`config.mk`:
```
export PLATFORM = sky130hd
export DESIGN_NAME = gate_trigger_scheduler
export DESIGN_NICKNAME = d
export VERILOG_FILES = /design/src/rtl/gate_trigger_scheduler.sv
export SDC_FILE = /design/constraint.sdc
export NUM_CORES = 1
export LEC_CHECK = 0
export ABC_CLOCK_PERIOD_IN_PS = 4300
export BUFFER_PORTS_ARGS = -buffer_cell sky130_fd_sc_hd__buf_2
export CAP_MARGIN = 20
export CORE_MARGIN = 2
export CORE_UTILIZATION = 35
export DETAILED_ROUTE_END_ITERATION = 6
export HOLD_SLACK_MARGIN = 0.15
export PLACE_DENSITY = 0.53
export SLEW_MARGIN = 20
export SYNTH_ARGS = -nofsm -noshare
export SYNTH_HDL_FRONTEND = slang
export SYNTH_SLANG_ARGS = --single-unit
```
`constraint.sdc`:
```
create_clock -name clk -period 4.3 [get_ports clk]
set_input_delay 0.645 -clock clk [delete_from_list [all_inputs] [get_ports clk]]
set_output_delay 0.645 -clock clk [all_outputs]
set_load 0.05 [all_outputs]
```
`src/rtl/gate_trigger_scheduler.sv`:
```
// gate_trigger_scheduler: round-robin, once-per-frame serializer of gate trigger pulses with quiet-period frame close
module gate_trigger_scheduler #(
  parameter int REQ_COUNT    = 4,
  parameter int QUIET_CYCLES = 2
) (
  input  logic                 clk,
  input  logic                 logic_reset,
  input  logic                 frame_start,
  input  logic [REQ_COUNT-1:0] trig,
  output logic [REQ_COUNT-1:0] grant,
  output logic                 grant_valid,
  output logic                 busy,
  output logic                 frame_done,
  output logic [REQ_COUNT-1:0] fired,
  output logic                 suppressed
);
  localparam int PW = $clog2(REQ_COUNT);
  localparam int QW = QUIET_CYCLES > 1 ? $clog2(QUIET_CYCLES) : 1;
  typedef enum logic [1:0] {IDLE, RUN, DONE} state_t;
  state_t                 state, state_n;
  logic [REQ_COUNT-1:0]   pending, pending_n, fired_n, grant_n, pick, rot_oh;
  logic [2*REQ_COUNT-1:0] rot, spread;
  logic [PW-1:0]          ptr, ptr_n;
  logic [QW-1:0]          quiet_cnt, quiet_n;
  logic                   suppressed_n, hit;
  always_comb begin
    rot    = {pending, pending} >> ptr;
    rot_oh = '0;
    hit    = 1'b0;
    for (int k = 0; k < REQ_COUNT; k++) begin
      if (!hit && rot[k]) begin
        hit       = 1'b1;
        rot_oh[k] = 1'b1;
      end
    end
    spread = {{REQ_COUNT{1'b0}}, rot_oh} << ptr;
    pick   = spread[REQ_COUNT-1:0] | spread[2*REQ_COUNT-1:REQ_COUNT];
  end
  always_comb begin
    state_n      = state;
    pending_n    = pending;
    fired_n      = fired;
    suppressed_n = suppressed;
    ptr_n        = ptr;
    quiet_n      = quiet_cnt;
    grant_n      = '0;
    if (state == IDLE) begin
      if (frame_start) begin
        state_n      = RUN;
        pending_n    = '0;
        fired_n      = '0;
        suppressed_n = 1'b0;
        quiet_n      = '0;
      end
    end else if (state == DONE) begin
      state_n = IDLE;
    end else begin
      pending_n    = (pending & ~pick) | (trig & ~fired);
      suppressed_n = suppressed | (|(trig & fired));
      if (hit) begin
        grant_n = pick;
        fired_n = fired | pick;
        quiet_n = '0;
        for (int j = 0; j < REQ_COUNT; j++) begin
          if (pick[j]) ptr_n = PW'((j + 1) % REQ_COUNT);
        end
      end else if (trig == '0) begin
        if (quiet_cnt == QW'(QUIET_CYCLES - 1)) state_n = DONE;
        else quiet_n = quiet_cnt + QW'(1);
      end else begin
        quiet_n = '0;
      end
    end
  end
  always_ff @(posedge clk) begin
    if (logic_reset) begin
      state      <= IDLE;
      pending    <= '0;
      fired      <= '0;
      suppressed <= 1'b0;
      ptr        <= '0;
      quiet_cnt  <= '0;
      grant      <= '0;
    end else begin
      state      <= state_n;
      pending    <= pending_n;
      fired      <= fired_n;
      suppressed <= suppressed_n;
      ptr        <= ptr_n;
      quiet_cnt  <= quiet_n;
      grant      <= grant_n;
    end
  end
  assign grant_valid = |grant;
  assign busy        = state == RUN;
  assign frame_done  = state == DONE;
endmodule

```
==> results of run 1 <==
[kinds of logic (layout without fill, tap and decap cells)]
kind of cell,after synthesis,after routing,synth area share [%]
buf+inv,11,29,6.19
flops,18,18,43.5
simple gates,31,31,20.1
compound gates,34,34,30.2
[layer usage]
metal | up-vias | global-route usage (%) | part of all wire [%]
li1 | 379 | - | -
met1 | 352 | 21.5 | 46
met2 | 23 | 25.6 | 47
met3 | 2 | 3.43 | 6.0
met4 | 0 | 5.13 | 0.43
met5 | - | 0 | 0
[synth_stat cells (all sizes together), types with 3 or more instances]
| library cell | count |
|---|---|
| inv | 7 |
| buf | 3 |
| or4 | 3 |
| o21ai | 5 |
| nand2 | 4 |
| dfxtp | 18 |
| nor2b | 3 |
| nor2 | 12 |
| o22ai | 4 |
| o211ai | 3 |
| a21oi | 6 |
| nand2b | 3 |
[power by group through the flow]
stage	sequential (uW)	combinational (uW)	clock [uW]
2_1_floorplan	183	41.2	0
3_3_place_gp	187	50.4	0
3_5_place_dp	187	50.3	0
4_1_cts	183	50.5	108
5_1_grt	185	56.7	112
6_report	183	50.2	104
[flip-flops by register name, indices dropped and copies added, names as in the netlist]
register and flops:
fired 4, grant 4, pending 4, ptr 2
state 2, quiet_cnt 1, suppressed 1
[final timing paths]
path,from,to,cells after the start
min reg2reg,suppressed,suppressed,2
max reg2reg,pending[0],pending[2],4
max,grant[1],grant_valid,2
min,suppressed,suppressed,2
[through the flow]
stage	std cells	total power (uW)	instance area [sq um]	utilization (%)
finish	140	338	965	43.2
global route	140	355	965	43.2
CTS	140	341	965	43.2
detailed placement	136	237	928	41.6
global placement	136	237	928	41.6
floorplan	94	225	828	-
[area by class of cell]
type	instances	share of cell area [%]
Tap cell	28	3.63
Sequential cell	18	37.4
Timing Repair Buffer	18	9.34
Multi-Input combinational cell	65	43.2
Inverter	7	2.72
Clock buffer	4	3.76
[worst reg2reg max path, cell delays in order, from the launching register on]
cell and delay, ns:
dfxtp_1 0.41, or2_2 0.32, a21oi_1 0.17, o21ai_0 0.25
a31o_2 0.32
==> flow_metrics.py, run 1 <==
metrics = {
    "worst_setup_path": {
        "r2r_slack_ns": 2.75,
        "endpoint_kind": "output port",
        "cp_cell_sequence": "or4_1, buf_2",
        "cp_top_family": "simple AND/OR/NAND/NOR gates",
        "start_kind": "flop",
        "worstPathArrival_ns": 1.35,
        "criticalPathCategory": "flop to output port",
        "cp_max_fo": 2,
        "max_stage_delay_ns": 0.51,
        "critPathBufInv": 1,
        "crit_path_top_delay_cell": "or4_1",
        "required_ns": 3.65,
    },
    "finish": {
        "drive_gt1_share_pct": 27.7,
        "nFillCells": 225,
        "fin_nets": 120,
        "layout.cells.most_common_list": "dfxtp_1 (18), buf_2 (18), nor2_1 (11)",
        "num_antenna_cells": 0,
        "areaGrowthSynthToFinish_pct": 16.5,
        "multiInputGateArea_sq_um": 417,
        "seq_area_sq_um": 360,
    },
    "clock_tree": {
        "cts_root_buf": "clkbuf_4",
        "numClockSinks": 18,
        "cts-resized-gates": 0,
        "clk_latency_ns": 0.29,
        "clock_path_buffers": 2,
        "postCtsHoldBufs": 0,
        "htree_levels": 1,
        "cts_setup_buffers": 0,
        "cts_inserted_buffers": 3,
        "clk_pin_slew_ns": 0.10,
        "tritoncts": "built",
    },
    "sta": {
        "finClkSkew_ns": 0.00297,
        "finalHoldViolCount": 0,
        "finalSetupViolations": 0,
        "maxSlewViolCount": 0,
        "worst_slack_ns": 2.31,
        "rsz0062_at_grt": "no",
        "tns_ns": 0,
        "min_period_over_period_pct": 46.3,
        "min_period_ns": 1.99,
        "worst_slew_pin_slew_ns": 0.549,
        "slew_headroom_pct": 63.0,
        "holdWs_ns": 0.477,
        "fmaxAchievable_mhz": 502,
    },
    "placement": {
        "dp_hpwl_um": 1420,
        "io_buffer_count": 18,
        "gp_congestion": 0.769,
        "dp_worst_setup_slack_ns": 2.59,
    },
    "power": {
        "clkPwrFrac_pct": 30.8,
        "swShare_pct": 27.5,
        "seqPwrFrac_pct": 54.3,
        "p_int_uw": 245,
        "p_comb_share_pct": 14.9,
        "leakage_uw": 0.000386,
        "p_switching_uw": 92.9,
        "vdd_drop_max_uv": 202,
        "powerDensity_nw_per_um2": 350,
    },
    "grt": {
        "grt_pass1_wl_um": 3260,
        "grt_pass1_vias": 693,
        "grt_usage_pct": 16.1,
        "grt_max_degree": 11,
        "antenna_found_initial": 0,
        "grt.overflow.total": 0,
    },
    "synth": {
        "syn_area_sq_um": 828,
        "ys_seq_area_share_pct": 43.5,
        "synth-seq-cells": 18,
        "synthArstFlopShare_pct": 0,
        "synth-edff-count": 0,
        "ys_types": 33,
        "yosysWarnings": 0,
        "synth_nets": 101,
        "post_synth.cell_area_avg_sq_um": 8.81,
        "postSynthCellCount": 94,
        "synthFlopType": "dfxtp_1",
        "yosys-top-cells-area": "dfxtp_1 (44%), nor2_1 (5.0%), a21oi_1 (3.6%)",
        "synth.top_cell.area_share_pct": 43.5,
        "synth_largest_area_cell": "dfxtp_1",
    },
    "die": {
        "die-area_sq_um": 2770,
        "start_util_pct": 37.1,
        "io_pins": 19,
        "fp.dieH_um": 52.6,
        "rows": 17,
        "core_sq_um": 2230,
        "die_w_um": 52.6,
    },
    "route": {
        "drc": 0,
        "wl_per_cell_um": 13.4,
        "wirelength_um": 1880,
        "drt_first_pass_iters": 4,
        "vias": 756,
        "via_per_inst": 5.40,
        "drt_iter0_markers": 19,
        "ant_nets": 0,
    },
    "run_status": {
        "outcome": "complete, no violations",
    },
    "job": {
        "drv_cap": 0,
    },
    "min_path": {
        "hold_path.class": "flop to flop",
    },
}
No activity file was read; power rests on OpenSTA's default activity.
==> run 2: changes to the inputs <==
ABC_CLOCK_PERIOD_IN_PS = 1800   (was 4300)
PLACE_DENSITY = 0.55   (was 0.53)
clock period = 1.8 ns   (was 4.3 ns; I/O delays follow)
==> run 2 against run 1 <==
Compared with the run above:
- global-route usage fell by 0.51 points
- wire length fell by 1.2%
- flip-flop and latch count did not move
- register-to-register slack got worse by 2.4 ns
- via count fell by 2.9%
- critical path depth did not move
- clock power rose by 140%
- largest power group unchanged
==> flow_metrics.py, run 2 (synthesis results as in run 1) <==
metrics = {
    "route": {
        "vias": 734,
        "via_per_inst": 5.21,
        "drc": 0,
        "drt_iter0_markers": 25,
        "drt_first_pass_iters": 4,
        "wirelength_um": 1860,
        "ant_nets": 0,
        "wl_per_cell_um": 13.2,
    },
    "grt": {
        "grt_max_degree": 11,
        "antenna_found_initial": 0,
        "grt.overflow.total": 0,
        "grt_usage_pct": 15.6,
        "grt_pass1_wl_um": 3080,
        "grt_pass1_vias": 673,
    },
    "power": {
        "powerDensity_nw_per_um2": 830,
        "leakage_uw": 0.000391,
        "vdd_drop_max_uv": 547,
    },
    "clock_tree": {
        "numClockSinks": 18,
        "cts_setup_buffers": 0,
        "clk_pin_slew_ns": 0.11,
        "postCtsHoldBufs": 0,
        "cts_root_buf": "clkbuf_4",
        "clk_latency_ns": 0.30,
        "cts_inserted_buffers": 3,
        "tritoncts": "built",
        "cts-resized-gates": 0,
        "clock_path_buffers": 2,
        "htree_levels": 1,
    },
    "worst_setup_path": {
        "worst_r2r_endpoint": "pending[2]",
        "cp_max_fo": 2,
        "crit_path_top_delay_cell": "or4_1",
        "max_stage_delay_ns": 0.50,
        "worstPathArrival_ns": 1.33,
        "r2r_slack_ns": 0.33,
        "endpoint_kind": "output port",
        "required_ns": 1.53,
        "criticalPathCategory": "flop to output port",
        "ff2ff_path_depth": 4,
        "rr_startpoint": "pending[0]",
        "start_kind": "flop",
        "startpoint": "grant[1]",
        "cp_cell_sequence": "or4_1, buf_2",
    },
    "sta": {
        "min_period_over_period_pct": 89.2,
        "slew_headroom_pct": 61.2,
        "finalHoldViolCount": 0,
        "fmaxAchievable_mhz": 623,
        "rsz0062_at_grt": "no",
        "finalSetupViolations": 0,
        "finClkSkew_ns": 0.0106,
        "tns_ns": 0,
        "maxSlewViolCount": 0,
        "min_period_ns": 1.60,
        "worst_slew_pin_slew_ns": 0.578,
    },
    "placement": {
        "io_buffer_count": 18,
        "dp_hpwl_um": 1400,
        "gp_congestion": 0.775,
    },
    "job": {
        "drv_cap": 0,
    },
    "finish": {
        "drive_gt1_share_pct": 28.3,
        "areaGrowthSynthToFinish_pct": 17.4,
        "finish.utilization_pct": 43.5,
        "fin_nets": 121,
        "num_antenna_cells": 0,
        "layout.cells.most_common_list": "dfxtp_1 (18), buf_2 (18), nor2_1 (11)",
        "reg_top3": "fired x4, grant x4, pending x4",
    },
    "die": {
        "die_w_um": 52.6,
        "io_pins": 19,
        "fp.dieH_um": 52.6,
        "rows": 17,
        "core_sq_um": 2230,
        "die-area_sq_um": 2770,
        "start_util_pct": 37.1,
    },
    "min_path": {
        "hold_path.class": "input port to flop",
        "whs_endpoint": "ptr[1]",
        "min_path_cells": 2,
        "min_from": "logic_reset",
    },
    "run_status": {
        "outcome": "complete, no violations",
    },
}
-- run 2: changes by cell type in the layout (fill, tap and decap cells not counted), sizes merged --
cell,before,now
buf,18,19
-- run 2: final cells by class --
class,instances,area (sq um)
fill,232,1260
multi-input combinational,65,417
sequential,18,360
timing repair buffer,19,97.6
clock buffer,4,36.3
tap,28,35.0
inverter,7,26.3
-- run 2: report_power, final --
part | switching, uW | internal (uW) | total (uW)
Sequential | 24.5 | 412 | 436
Clock | 123 | 123 | 247
Combinational | 72.6 | 50.8 | 123
-- run 2: through the flow --
step           instance area (sq um)  instances  worst slack, ns  hold WS [ns]  total power [uW]
2_1_floorplan                    828         94            0.245         0.338               536
3_3_place_gp                     936        137            0.322         0.462               569
3_5_place_dp                     936        137            0.335         0.470               568
4_1_cts                          972        141            0.182         0.224               817
5_1_grt                          972        141            0.115         0.232               845
6_report                         972        141            0.195         0.230               806
-- run 2: critical path, delay by kind of cell, from the launching register on --
kind | cells | cell delay (ns)
simple gates | 1 | 0.50
buf+inv | 1 | 0.22
flops | 1 | 0.32
-- run 2: worst max-delay path by stage --
stage                        endpoint
after floorplan           grant_valid
after global placement         ptr[0]
after detailed placement       ptr[0]
after CTS                 grant_valid
after global routing             busy
final                     grant_valid
-- run 2: per-layer routing --
layer	GRT usage (%)	vias up	routed length, um	share of wire, %
met1	20.1	334	933	50
met4	3.85	0	16	0.86
met2	24.2	17	813	44
met5	0	-	0	0
li1	-	381	-	-
met3	6.29	2	95	5.1
